--- src/rtl/ysyx_24100012_load_unit_if.sv ---
// rtl/ysyx_24100012_load_unit_if.sv - request, memory read channel and response bundle of the load unit
// slave is the load unit's view; master is the execute/memory/writeback side.
interface ysyx_24100012_load_unit_if #(
  parameter int XLEN       = 32,
  parameter int ADDR_WIDTH = 32,
  parameter int TAG_WIDTH  = 5
);
  logic                  req_valid;
  logic                  req_ready;
  logic [ADDR_WIDTH-1:0] req_addr;
  logic [2:0]            req_func3;
  logic [TAG_WIDTH-1:0]  req_tag;

  logic                  mem_arvalid;
  logic                  mem_arready;
  logic [ADDR_WIDTH-1:0] mem_araddr;
  logic [2:0]            mem_arsize;
  logic                  mem_rvalid;
  logic                  mem_rready;
  logic [XLEN-1:0]       mem_rdata;
  logic [1:0]            mem_rresp;

  logic                  rsp_valid;
  logic                  rsp_ready;
  logic [XLEN-1:0]       rsp_data;
  logic [TAG_WIDTH-1:0]  rsp_tag;
  logic                  rsp_err;

  modport slave (
    input  req_valid, req_addr, req_func3, req_tag,
    input  mem_arready, mem_rvalid, mem_rdata, mem_rresp,
    input  rsp_ready,
    output req_ready,
    output mem_arvalid, mem_araddr, mem_arsize, mem_rready,
    output rsp_valid, rsp_data, rsp_tag, rsp_err
  );

  modport master (
    output req_valid, req_addr, req_func3, req_tag,
    output mem_arready, mem_rvalid, mem_rdata, mem_rresp,
    output rsp_ready,
    input  req_ready,
    input  mem_arvalid, mem_araddr, mem_arsize, mem_rready,
    input  rsp_valid, rsp_data, rsp_tag, rsp_err
  );
endinterface

--- src/rtl/ysyx_24100012_load_unit.sv ---
// rtl/ysyx_24100012_load_unit.sv - single-outstanding RV32/RV64 load unit
// Aligned bus read, lane shift and sign/zero extension, result held until writeback takes it.
module ysyx_24100012_load_unit #(
  parameter int XLEN       = 32,
  parameter int ADDR_WIDTH = 32,
  parameter int TAG_WIDTH  = 5
) (
  input  logic                          clk,
  input  logic                          rst,
  ysyx_24100012_load_unit_if.slave      bus
);
  localparam int OFFW = $clog2(XLEN / 8);

  typedef enum logic [1:0] {IDLE, ADDR, DATA, RESP} state_t;

  state_t                state;
  state_t                state_nx;

  logic [2:0]            func3_q;
  logic [OFFW-1:0]       off_q;
  logic [ADDR_WIDTH-1:0] araddr_q;
  logic [2:0]            arsize_q;
  logic [XLEN-1:0]       rsp_data_q;
  logic [TAG_WIDTH-1:0]  rsp_tag_q;
  logic                  rsp_err_q;

  logic                  illegal;
  logic                  misaligned;
  logic                  req_bad;
  logic                  accept;
  logic [XLEN-1:0]       shifted;
  logic [XLEN-1:0]       load_ext;

  assign accept = (state == IDLE) && bus.req_valid;

  always_comb begin
    illegal    = 1'b0;
    misaligned = 1'b0;
    if (bus.req_func3 == 3'b111)
      illegal = 1'b1;
    if ((XLEN == 32) && ((bus.req_func3 == 3'b011) || (bus.req_func3 == 3'b110)))
      illegal = 1'b1;
    case (bus.req_func3[1:0])
      2'b01:   misaligned = bus.req_addr[0];
      2'b10:   misaligned = |bus.req_addr[1:0];
      2'b11:   misaligned = |bus.req_addr[2:0];
      default: misaligned = 1'b0;
    endcase
    req_bad = illegal || misaligned;
  end

  // The bus returns the whole aligned word; bring the addressed bytes down to lane 0.
  always_comb begin
    shifted  = bus.mem_rdata >> {off_q, 3'b000};
    load_ext = '0;
    case (func3_q)
      3'b000:  load_ext = XLEN'($signed(shifted[7:0]));
      3'b001:  load_ext = XLEN'($signed(shifted[15:0]));
      3'b010:  load_ext = XLEN'($signed(shifted[31:0]));
      3'b011:  load_ext = shifted;
      3'b100:  load_ext = XLEN'(shifted[7:0]);
      3'b101:  load_ext = XLEN'(shifted[15:0]);
      3'b110:  load_ext = XLEN'(shifted[31:0]);
      default: load_ext = '0;
    endcase
  end

  always_ff @(posedge clk or posedge rst) begin
    if (rst)
      state <= IDLE;
    else
      state <= state_nx;
  end

  always_comb begin
    state_nx = state;
    case (state)
      IDLE: if (accept)          state_nx = req_bad ? RESP : ADDR;
      ADDR: if (bus.mem_arready) state_nx = DATA;
      DATA: if (bus.mem_rvalid)  state_nx = RESP;
      RESP: if (bus.rsp_ready)   state_nx = IDLE;
      default:                   state_nx = IDLE;
    endcase
  end

  always_comb begin
    bus.req_ready   = (state == IDLE);
    bus.mem_arvalid = (state == ADDR);
    bus.mem_rready  = (state == DATA);
    bus.rsp_valid   = (state == RESP);
    bus.mem_araddr  = araddr_q;
    bus.mem_arsize  = arsize_q;
    bus.rsp_data    = rsp_data_q;
    bus.rsp_tag     = rsp_tag_q;
    bus.rsp_err     = rsp_err_q;
  end

  always_ff @(posedge clk or posedge rst) begin
    if (rst) begin
      func3_q    <= '0;
      off_q      <= '0;
      araddr_q   <= '0;
      arsize_q   <= '0;
      rsp_data_q <= '0;
      rsp_tag_q  <= '0;
      rsp_err_q  <= 1'b0;
    end else begin
      if (accept) begin
        func3_q    <= bus.req_func3;
        off_q      <= bus.req_addr[OFFW-1:0];
        araddr_q   <= {bus.req_addr[ADDR_WIDTH-1:OFFW], {OFFW{1'b0}}};
        arsize_q   <= {1'b0, bus.req_func3[1:0]};
        rsp_tag_q  <= bus.req_tag;
        rsp_err_q  <= req_bad;
        rsp_data_q <= '0;
      end
      if ((state == DATA) && bus.mem_rvalid) begin
        rsp_err_q  <= |bus.mem_rresp;
        rsp_data_q <= (|bus.mem_rresp) ? '0 : load_ext;
      end
    end
  end
endmodule

--- src/flat_wrapper.sv ---
// flat-port wrapper written by rule: the top's interface ports become plain ports
module ysyx_24100012_load_unit_flat 
#(
  parameter int XLEN       = 32,
  parameter int ADDR_WIDTH = 32,
  parameter int TAG_WIDTH  = 5
)
  (clk, rst, bus_req_valid, bus_req_addr, bus_req_func3, bus_req_tag, bus_mem_arready, bus_mem_rvalid, bus_mem_rdata, bus_mem_rresp, bus_rsp_ready, bus_req_ready, bus_mem_arvalid, bus_mem_araddr, bus_mem_arsize, bus_mem_rready, bus_rsp_valid, bus_rsp_data, bus_rsp_tag, bus_rsp_err);
  ysyx_24100012_load_unit_if #(.XLEN(XLEN), .ADDR_WIDTH(ADDR_WIDTH), .TAG_WIDTH(TAG_WIDTH)) bus_i ();
  input  logic clk;
  input  logic rst;
  input wire logic [$bits(bus_i.req_valid)-1:0] bus_req_valid;
  input wire logic [$bits(bus_i.req_addr)-1:0] bus_req_addr;
  input wire logic [$bits(bus_i.req_func3)-1:0] bus_req_func3;
  input wire logic [$bits(bus_i.req_tag)-1:0] bus_req_tag;
  input wire logic [$bits(bus_i.mem_arready)-1:0] bus_mem_arready;
  input wire logic [$bits(bus_i.mem_rvalid)-1:0] bus_mem_rvalid;
  input wire logic [$bits(bus_i.mem_rdata)-1:0] bus_mem_rdata;
  input wire logic [$bits(bus_i.mem_rresp)-1:0] bus_mem_rresp;
  input wire logic [$bits(bus_i.rsp_ready)-1:0] bus_rsp_ready;
  output wire logic [$bits(bus_i.req_ready)-1:0] bus_req_ready;
  output wire logic [$bits(bus_i.mem_arvalid)-1:0] bus_mem_arvalid;
  output wire logic [$bits(bus_i.mem_araddr)-1:0] bus_mem_araddr;
  output wire logic [$bits(bus_i.mem_arsize)-1:0] bus_mem_arsize;
  output wire logic [$bits(bus_i.mem_rready)-1:0] bus_mem_rready;
  output wire logic [$bits(bus_i.rsp_valid)-1:0] bus_rsp_valid;
  output wire logic [$bits(bus_i.rsp_data)-1:0] bus_rsp_data;
  output wire logic [$bits(bus_i.rsp_tag)-1:0] bus_rsp_tag;
  output wire logic [$bits(bus_i.rsp_err)-1:0] bus_rsp_err;
  assign bus_i.req_valid = bus_req_valid;
  assign bus_i.req_addr = bus_req_addr;
  assign bus_i.req_func3 = bus_req_func3;
  assign bus_i.req_tag = bus_req_tag;
  assign bus_i.mem_arready = bus_mem_arready;
  assign bus_i.mem_rvalid = bus_mem_rvalid;
  assign bus_i.mem_rdata = bus_mem_rdata;
  assign bus_i.mem_rresp = bus_mem_rresp;
  assign bus_i.rsp_ready = bus_rsp_ready;
  assign bus_req_ready = bus_i.req_ready;
  assign bus_mem_arvalid = bus_i.mem_arvalid;
  assign bus_mem_araddr = bus_i.mem_araddr;
  assign bus_mem_arsize = bus_i.mem_arsize;
  assign bus_mem_rready = bus_i.mem_rready;
  assign bus_rsp_valid = bus_i.rsp_valid;
  assign bus_rsp_data = bus_i.rsp_data;
  assign bus_rsp_tag = bus_i.rsp_tag;
  assign bus_rsp_err = bus_i.rsp_err;
  ysyx_24100012_load_unit #(.XLEN(XLEN), .ADDR_WIDTH(ADDR_WIDTH), .TAG_WIDTH(TAG_WIDTH)) u_core (.clk(clk), .rst(rst), .bus(bus_i));
endmodule
--- config.mk ---
export PLATFORM = sky130hd
export DESIGN_NAME = ysyx_24100012_load_unit_flat
export DESIGN_NICKNAME = d
export VERILOG_FILES = /design/src/rtl/ysyx_24100012_load_unit_if.sv /design/src/rtl/ysyx_24100012_load_unit.sv /design/src/flat_wrapper.sv
export SDC_FILE = /design/constraint.sdc
export NUM_CORES = 1
export LEC_CHECK = 0
export CORE_MARGIN = 1
export CORE_UTILIZATION = 35
export DETAILED_ROUTE_END_ITERATION = 16
export GPL_ROUTABILITY_DRIVEN = 1
export PLACE_DENSITY = 0.69
export SLEW_MARGIN = 25
export SYNTH_ARGS = -nofsm -noshare
export SYNTH_HDL_FRONTEND = slang
export SYNTH_SLANG_ARGS = --single-unit
--- constraint.sdc ---
create_clock -name clk -period 4.7 [get_ports clk]
set_clock_uncertainty 0.05 [all_clocks]
set_input_delay 0.47 -clock clk [delete_from_list [all_inputs] [get_ports clk]]
set_output_delay 0.47 -clock clk [all_outputs]
set_load 0.02 [all_outputs]
==> results of run 1 <==
==> final cells by class <==
cell class                      instances  area (um^2)  share of cell area [%]
Clock buffer                           10          128                    2.40
Tap cell                              133          166                    3.13
Inverter                                8         32.5                   0.611
Timing Repair Buffer                  156         1550                    29.2
Multi-Input combinational cell        176         1520                    28.6
Sequential cell                        75         1880                    35.3
Clock inverter                          6         42.5                   0.799
==> worst max-delay path, cell delays in order, from the launching register on <==
cell and delay, ps:
dfrtp_1 420, inv_1 100, ha_1 290, nand4bb_4 200, a2111oi_4 660, and2b_1 370, a221o_2 200
==> routing by layer <==
| metal | up-vias | share of wire [%] |
|---|---|---|
| met5 | - | 0 |
| met4 | 0 | 3.0 |
| met3 | 22 | 4.3 |
| met2 | 85 | 49 |
| met1 | 1378 | 43 |
| li1 | 1297 | - |
==> cell families (layout without fill, tap and decap cells) <==
family | after synthesis | after routing
mux | 70 | 70
compound gates | 48 | 48
flops | 75 | 75
fa+ha+maj | 4 | 4
simple gates | 51 | 51
buf+inv | 30 | 180
other cells | 1 | 3
==> worst max path at each step <==
stage | end | start | slack (ps)
2_1_floorplan | u_core.bus.mem_araddr[10] | rst | 2270
3_3_place_gp | u_core.bus.rsp_data[24] | bus_mem_rvalid | 2200
3_5_place_dp | u_core.bus.rsp_data[28] | bus_mem_rvalid | 2150
4_1_cts | u_core.bus.rsp_data[29] | u_core.state[0] | 2330
5_1_grt | u_core.bus.rsp_data[29] | u_core.state[0] | 2200
6_report | u_core.bus.rsp_data[31] | u_core.state[0] | 2360
==> through the flow <==
step	total power (uW)	std cells	hold WS [ps]	setup WS, ps	cell area, um^2
6_report	3240	564	456	2360	5330
5_1_grt	3430	564	470	2200	5330
4_1_cts	3280	564	461	2330	5320
3_5_place_dp	2830	548	443	2150	5150
3_3_place_gp	2790	548	434	2200	5150
2_1_floorplan	2130	281	476	2270	3580
==> flip-flops by register name, summed over array words and instances, names as in the netlist <==
signal,flops
u_core.off_q,2
u_core.func3_q,3
u_core.bus.rsp_data,32
u_core.bus.mem_araddr,30
u_core.state,2
u_core.bus.rsp_err,1
u_core.bus.rsp_tag,5
==> placed cells by master, fill, tap and decap left out, types with 2 or more instances in the layout <==
| cell type | instances |
|---|---|
| a221o_2 | 16 |
| a22o_1 | 8 |
| and2_1 | 6 |
| buf_4 | 3 |
| clkbuf_8 | 9 |
| clkdlybuf4s50_1 | 153 |
| clkinv_2 | 2 |
| clkinv_4 | 2 |
| clkinvlp_4 | 2 |
| conb_1 | 3 |
| dfrtp_1 | 74 |
| ha_1 | 4 |
| inv_1 | 7 |
| mux2_2 | 48 |
| mux2i_1 | 21 |
| nand2_1 | 16 |
| nand3_1 | 7 |
| nand3b_1 | 2 |
| nor2_1 | 10 |
| nor3_1 | 2 |
| o21ai_0 | 14 |
==> power by group through the flow <==
stage	Combinational, uW	Sequential (uW)	Clock [uW]
after global placement	1680	1120	0
after global routing	1800	1160	473
after detailed placement	1700	1130	0
final	1690	1120	431
after floorplan	776	1350	0
after CTS	1710	1120	448
==> cells in the mapped netlist, drive strengths merged (4+ instances only) <==
cell | instances | area (um^2)
nor2 | 10 | 37.5
nand2 | 17 | 63.8
o21ai | 14 | 70.1
nand3 | 7 | 35.0
a22o | 8 | 70.1
a221o | 16 | 180
inv | 8 | 30.0
dfrtp | 75 | 1880
clkbuf | 4 | 25.0
mux2i | 21 | 210
ha | 4 | 50.1
buf | 18 | 131
and2 | 8 | 50.1
mux2 | 48 | 541
==> reports/metrics.cfg, run 1 <==
[global_route]
grt_max_degree=55
met1_usage_pct=24.2
grt_pass1_wl_um=14600
antenna_found_initial=0
track_usage_pct=18.2
overflow=0
grt_pass1_vias=2810
grt_use_met2_pct=29.4
use_met3_pct=2.71
top_usage_layer=met2

[clock_tree]
htree_num_levels=3
cts_buffers=9
ctsHoldBuffers=0
cts_sinks=75
insertion_delay_ps=340
clockRootBuffer=clkbuf_8
cts_tree=built
post_cts_buffers=0
clockBufferDepth=2
ctsResizeCount=0
clkTransAtPathRegs_ps=80

[setup_path]
regToRegEndpoint=u_core.bus.rsp_data[31]
timing.rr.start=u_core.state[0]
required_ps=4930
rr_worst_depth=6
ff2ff_setup_slack_ps=2360
critPathCaptureType=register
worstPathMaxFanout=9
cp-start-kind=register
critPathKind=register to register
critPathArrivalTime_ps=2570

[hold_path]
min_to=u_core.bus.mem_araddr[20]
min_path_type=register to register
holdPathStages=1
min_from=u_core.bus.mem_araddr[20]

[synth]
synthAdderAreaFrac_pct=1.40
avgSynthCellArea_um2=12.8
synth-async-reset-ratio_pct=100
synth_top_family_by_area=multiplexers
synthSimpleGateAreaFrac_pct=7.42
ys_types=38
synth-seq-cells=75
synthXorXnorAreaFrac_pct=0
synth_edf_count=0
ys.flop_type=dfrtp_1
synthCells=279
yosys_warnings=0
synth_mux_area_share_pct=21.6
netlist_area_um2=3580
synth_compound_area_share_pct=11.8
seq_area_frac_synth_pct=52.5

[timing]
setup_violations=0
setup_tns_ps=0
slew_headroom_pct=53.8
clock.fmax_mhz=427
finalHoldViolCount=0
layout_min_cycle_time_ps=2340
rsz0062_at_grt=no
worst_pin_slew_ps=687
fin_crit_sh_pct=49.8
drv_slew=0

[power_and_ir_drop]
power.switching_uw=1250
intPower_uw=1990
swShare_pct=38.5
seqPwrFrac_pct=34.6
pwr_density_cell_nw_per_um2=609
p_comb_share_pct=52.1
peakVddDrop_uv=267
p_leak_uw=0.00230
pwr-share-clk_pct=13.3

[cells_and_area]
nFillCells=880
final_nets=510
final_util_pct=54.2
layout-drive-gt1-share_pct=20.9
area_growth_pct=48.9
antenna_cells=0

[placement]
portBuffers=153
hpwl_um=7200
gp_congestion=0.845

[floorplan]
pin_count=157
num_rows=36
die-width_um=103
die-area_um2=10600
initial_utilization_pct=36.4
core-area_um2=9820
die_y_um=103

[detailed_routing]
vias_per_cell=4.93
ant_nets=0
dr_total_vias=2782
drt-initial-drc-count=73
post_drt_wl_per_cell_um=17.0
finalWirelength_um=9590
drt_pre_antenna_iters=4
drc=0

[outcome]
outcome=complete, no violations

[job]
maxCapViolations=0

Power figures use the tool's default switching activity.
==> run 2: changes to the inputs <==
--- a/config.mk
+++ b/config.mk
@@ -9,7 +9,7 @@
 export CORE_UTILIZATION = 35
 export DETAILED_ROUTE_END_ITERATION = 16
 export GPL_ROUTABILITY_DRIVEN = 1
-export PLACE_DENSITY = 0.69
+export PLACE_DENSITY = 0.71
 export SLEW_MARGIN = 25
 export SYNTH_ARGS = -nofsm -noshare
 export SYNTH_HDL_FRONTEND = slang
==> constraint.sdc (replaced) <==
create_clock -name clk -period 1.9 [get_ports clk]
set_clock_uncertainty 0.05 [all_clocks]
set_input_delay 0.19 -clock clk [delete_from_list [all_inputs] [get_ports clk]]
set_output_delay 0.19 -clock clk [all_outputs]
set_load 0.02 [all_outputs]
==> run 2 against run 1 <==
Core utilization grew 2.6 points; clock power grew to 3.1 times the previous value; setup slack lost 2300 ps; largest power group unchanged.
==> reports/metrics.cfg, run 2 (synthesized netlist as in run 1, its figures left out) <==
[global_route]
antenna_found_initial=0  ; unchanged
track_usage_pct=18.4  ; was 18.2%
grt_max_degree=33  ; was 55
overflow=0  ; unchanged
grt_pass1_vias=2885  ; was 2810
grt_pass1_wl_um=14900  ; was 14600 um

[floorplan]
core-area_um2=9820  ; unchanged
die-width_um=103  ; unchanged
pin_count=157  ; unchanged
initial_utilization_pct=36.4  ; unchanged
die_y_um=103  ; unchanged
die-area_um2=10600  ; unchanged
num_rows=36  ; unchanged

[detailed_routing]
drc=0  ; unchanged
vias_per_cell=4.92  ; was 4.93
drt_pre_antenna_iters=4  ; unchanged
dr_total_vias=2876  ; was 2782
post_drt_wl_per_cell_um=17.1  ; was 17.0 um
drt-initial-drc-count=90  ; was 73
finalWirelength_um=9960  ; was 9590 um
ant_nets=0  ; unchanged

[cells_and_area]
largest_reg_flops=32  ; unchanged
layout-drive-gt1-share_pct=25.1  ; was 20.9%
final_common_cell=clkdlybuf4s50_1  ; unchanged
antenna_cells=0  ; unchanged
final_cells=584  ; was 564
final_nets=530  ; was 510
area_growth_pct=56.1  ; was 48.9%
final_cell_mix=clkdlybuf4s50_1, dfrtp_1, mux2_2, mux2i_1, buf_4  ; was clkdlybuf4s50_1, dfrtp_1, mux2_2, mux2i_1

[setup_path]
critical_path.top_delay_family=buffers and inverters  ; was compound AO/OA/AOI/OAI gates
critPathCaptureType=output pin  ; was register
crit_chain=buf_4, clkdlybuf4s50_1  ; was inv_1, ha_1, nand4bb_4, a2111oi_4, and2b_1, a221o_2
critPathArrivalTime_ps=1600  ; was 2570 ps
cp_num_buf_inv=2  ; was 1
cp-start-kind=register  ; unchanged
cp_slowest_stage_delay_ps=650  ; was 660 ps
cp_slowest_cell=clkdlybuf4s50_1  ; was a2111oi_4
worstPathMaxFanout=6  ; was 9
rr_worst_depth=9  ; was 6
required_ps=1660  ; was 4930 ps
cp.depth=2  ; was 6
critPathKind=register to output pin  ; was register to register

[clock_tree]
htree_num_levels=3  ; unchanged
post_cts_buffers=0  ; unchanged
cts_sinks=75  ; unchanged
cts_buffers=9  ; unchanged
clockBufferDepth=2  ; unchanged
ctsHoldBuffers=0  ; unchanged
clockRootBuffer=clkbuf_8  ; unchanged
insertion_delay_ps=340  ; about the same
clkTransAtPathRegs_ps=80  ; about the same
cts_tree=built  ; unchanged

[placement]
post-place-cells=568  ; was 548
portBuffers=153  ; unchanged
gp_congestion=0.846  ; was 0.845
hpwl_um=7610  ; was 7200 um

[job]
maxCapViolations=0  ; unchanged

[power_and_ir_drop]
pwr_density_cell_nw_per_um2=1530  ; was 609 nW/um^2
p_leak_uw=0.00246  ; was 0.00230 uW
power.total_uw=8510  ; was 3240 uW
peakVddDrop_uv=608  ; was 267 uV

[outcome]
outcome=complete, no violations  ; unchanged

[timing]
worst_pin_slew_ps=498  ; was 687 ps
slew_headroom_pct=66.7  ; was 53.8%
drv_slew=0  ; unchanged
layout_min_cycle_time_ps=1840
hold_slack_ps=198  ; was 456 ps
clock.fmax_mhz=545
fin_crit_sh_pct=96.6
finalHoldViolCount=0  ; unchanged
setup_violations=0  ; unchanged

[hold_path]
min_path_type=primary input to async pin  ; was register to register

-- run 2: cell types whose count changed in the layout (fill, tap and decap cells not counted), moves of 2 or more --
cell,previous run,this run
buf_12,0,3
buf_4,3,20
bufinv_16,0,2
clkdlybuf4s50_1,153,149
dlygate4sd2_1,0,2
dlymetal6s2s_1,0,2
ha_1,4,2
ha_2,0,2
-- run 2: what timing repair did --
action,4_1_cts,5_1_grt
endpoints found under the setup margin,18,23
resized for setup,3,5
pin swaps,0,0
gates cloned,0,0
-- run 2: worst register-to-register path, cell delays in order (launching register included) --
cell and delay [ps]:
dfrtp_1 390, inv_1 90, ha_2 220, nand4bb_4 140
buf_4 170, buf_4 140, nor3_2 170, buf_4 170
o21ai_0 110, nand3_1 90
-- run 2: cell type report --
class / count / area [um^2]
multi-input cells: 176 / 1540
well taps: 133 / 166
fillers: 859 / 4240
repair buffers: 176 / 1740
clock buffers: 10 / 128
inverters: 8 / 33.8
clock inverters: 6 / 90.1
flip-flops and latches: 75 / 1880
-- run 2: per-layer routing --
layer,vias up,routed length (um),track usage [%]
met1,1433,4310,24.6
met4,0,166,6.61
met2,80,5140,30.8
met3,14,343,2.37
met5,-,0,0
li1,1349,-,-
-- run 2: through the flow --
| step | setup TNS (ps) | utilization, % | setup slack, ps | instance area (um^2) |
|---|---|---|---|---|
| 2_1_floorplan | 0 | - | 6.37 | 3590 |
| 3_3_place_gp | -1330 | 54.4 | -84.1 | 5350 |
| 3_5_place_dp | -2230 | 54.4 | -149 | 5350 |
| 4_1_cts | 0 | 56.6 | 1.03 | 5560 |
| 5_1_grt | -30.0 | 56.8 | -20.5 | 5580 |
| 6_report | 0 | 56.8 | 64.3 | 5580 |
-- run 2: final timing paths --
check / slack, ps / from / to
worst max register to register: 110 / u_core.state[0] / u_core.bus.rsp_data[11]
max in group asynchronous: 1090 / rst / u_core.bus.mem_araddr[9]
worst min-delay path: 200 / rst / u_core.bus.mem_araddr[24]
min in group clk: 400 / bus_req_addr[13] / u_core.bus.mem_araddr[13]
worst min register to register: 450 / u_core.bus.rsp_data[8] / u_core.bus.rsp_data[8]
worst max-delay path: 60 / u_core.func3_q[0] / bus_mem_arsize[0]
-- run 2: where the power goes --
| part | switching [uW] | internal [uW] |
|---|---|---|
| Combinational | 2190 | 2330 |
| Sequential | 401 | 2260 |
| Clock | 592 | 743 |
==> run 3: changes to the inputs <==
--- a/config.mk
+++ b/config.mk
@@ -9,8 +9,8 @@
 export CORE_UTILIZATION = 35
 export DETAILED_ROUTE_END_ITERATION = 16
 export GPL_ROUTABILITY_DRIVEN = 1
+export GPL_TIMING_DRIVEN = 0
 export PLACE_DENSITY = 0.71
-export SLEW_MARGIN = 25
 export SYNTH_ARGS = -nofsm -noshare
 export SYNTH_HDL_FRONTEND = slang
 export SYNTH_SLANG_ARGS = --single-unit
==> run 3 against run 2 <==
Global-route usage rose by 0.36 points; sequential share of layout area barely moved; critical path type unchanged; non-clock buffer count rose by 3; maximum frequency rose by 1.4%; sequential cell count did not move; highest routed layer unchanged; via count fell by 2.1%; core utilization rose by 0.064 points; first-iteration DRC count rose by 11%.
==> reports/metrics.cfg, run 3 (synthesized netlist as in run 1, its figures left out) <==
[global_route]
antenna_found_initial=0  ; unchanged
top_usage_layer=met2  ; unchanged
overflow=0  ; unchanged
grt_max_degree=40  ; was 33
grt_pass1_wl_um=14900  ; about the same
use_met3_pct=3.19  ; was 2.37%
grt_use_met2_pct=29.9  ; was 30.8%
grt_pass1_vias=2860  ; was 2885
track_usage_pct=18.8  ; was 18.4%
met1_usage_pct=25.0  ; was 24.6%

[clock_tree]
cts_tree=built  ; unchanged
htree_num_levels=3  ; unchanged
insertion_delay_ps=340  ; about the same
cts_buffers=9  ; unchanged
clkTransAtPathRegs_ps=80  ; about the same
cts_sinks=75  ; unchanged
clockBufferDepth=2  ; unchanged
ctsHoldBuffers=0  ; unchanged
clockRootBuffer=clkbuf_8  ; unchanged

[cells_and_area]
antenna_cells=0  ; unchanged
final_common_cell=clkdlybuf4s50_1  ; unchanged
final_cells=587  ; was 584
layout-drive-gt1-share_pct=26.2  ; was 25.1%
final_nets=533  ; was 530
area_growth_pct=56.2  ; was 56.1%
final_cell_mix=clkdlybuf4s50_1, dfrtp_1, mux2_2, mux2i_1  ; was clkdlybuf4s50_1, dfrtp_1, mux2_2, mux2i_1, buf_4
final_util_pct=56.9  ; was 56.8%
largest_reg_flops=32  ; unchanged

[timing]
worst_pin_slew_ps=810  ; was 498 ps
drv_slew=0  ; unchanged
slew_headroom_pct=45.9  ; was 66.7%
setup_violations=0  ; unchanged
fin_crit_sh_pct=95.3  ; was 96.6%
fin_ws_ps=88.8  ; was 64.3 ps
hold_slack_ps=301  ; was 198 ps
rsz0062_at_grt=no
layout_min_cycle_time_ps=1810  ; was 1840 ps
finalHoldViolCount=0  ; unchanged
clock.fmax_mhz=552  ; was 545 MHz

[floorplan]
core-area_um2=9820  ; unchanged
die-area_um2=10600  ; unchanged
die-width_um=103  ; unchanged
pin_count=157  ; unchanged
die_y_um=103  ; unchanged
initial_utilization_pct=36.4  ; unchanged
num_rows=36  ; unchanged

[detailed_routing]
dr_total_vias=2815  ; was 2876
post_drt_wl_per_cell_um=16.9  ; was 17.1 um
drt_pre_antenna_iters=4  ; unchanged
ant_nets=0  ; unchanged
vias_per_cell=4.80  ; was 4.92
drc=0  ; unchanged
finalWirelength_um=9900  ; was 9960 um
drt-initial-drc-count=100  ; was 90

[power_and_ir_drop]
power.total_uw=8430  ; was 8510 uW
p_leak_uw=0.00244  ; was 0.00246 uW
peakVddDrop_uv=533  ; was 608 uV
pwr_density_cell_nw_per_um2=1510  ; was 1530 nW/um^2

[hold_path]
min_path_type=primary input to async pin  ; unchanged

[setup_path]
worstPathMaxFanout=6  ; unchanged
cp-start-kind=register  ; unchanged
critPathCaptureType=output pin  ; unchanged
critPathKind=register to output pin  ; unchanged
critPathArrivalTime_ps=1570  ; was 1600 ps
required_ps=1660  ; about the same

[job]
maxCapViolations=0  ; unchanged

[placement]
place_ws_ps=-278  ; was -149 ps
portBuffers=153  ; unchanged
hpwl_um=7640  ; was 7610 um
post-place-cells=568  ; unchanged
gp_congestion=0.791  ; was 0.846

[outcome]
outcome=complete, no violations  ; unchanged

==> run 3: cell count changes in the layout (fill, tap and decap cells not counted), sizes merged <==
cell,before,now
clkbuf,10,18
buf,23,19
bufinv,2,0
clkinv,3,1
clkinvlp,2,4
dlymetal6s2s,2,0
clkdlybuf4s50,149,150
dlygate4sd2,2,3
inv,7,8
==> run 3: area by class of cell <==
type / count / area [um^2]
multi-input cells: 176 / 1570
clock inverters: 5 / 36.3
well taps: 133 / 166
fillers: 869 / 4230
plain buffers: 21 / 170
inverters: 8 / 33.8
clock buffers: 11 / 151
flip-flops and latches: 75 / 1880
repair buffers: 158 / 1580
==> run 3: critical path: stages, from the launching register on <==
cell and delay [ps]:
dfrtp_1 470, buf_4 150, clkdlybuf4s50_1 620
==> run 3: worst paths after layout <==
check / cells past startpoint / end / startpoint / slack, ps
min in group clk: 2 / u_core.bus.mem_araddr[30] / bus_req_addr[30] / 400
setup / recovery: 2 / bus_mem_arsize[1] / u_core.func3_q[1] / 90
hold reg to reg: 1 / u_core.bus.mem_araddr[23] / u_core.bus.mem_araddr[23] / 460
hold / removal: 2 / u_core.bus.rsp_data[13] / rst / 300
setup reg to reg: 6 / u_core.bus.rsp_data[17] / u_core.state[0] / 90
max in group asynchronous: 3 / u_core.bus.rsp_data[16] / rst / 860
==> run 3: power breakdown <==
part | total (uW) | internal (uW) | switching [uW]
Sequential | 2650 | 2260 | 393
Combinational | 4630 | 2410 | 2230
Clock | 1150 | 548 | 604
==> run 3: routing by layer <==
| metal | up-vias | wire length, um | share of wire, % |
|---|---|---|---|
| li1 | 1348 | - | - |
| met1 | 1358 | 4260 | 43 |
| met2 | 90 | 4900 | 50 |
| met3 | 19 | 464 | 4.7 |
| met4 | 0 | 267 | 2.7 |
| met5 | - | 0 | 0 |
==> run 3: through the flow <==
stage	cell area (um^2)	setup TNS (ps)
after global placement	5290	-11180
after CTS	5540	-6.38
after floorplan	3590	0
final	5590	0
after global routing	5590	0
after detailed placement	5310	-6670
==> run 3: repair_timing <==
action | 4_1_cts | 5_1_grt
pin swaps | 2 | 3
setup endpoints to repair | 75 | 54
buffers inserted | 3 | 1
resized for setup | 11 | 11
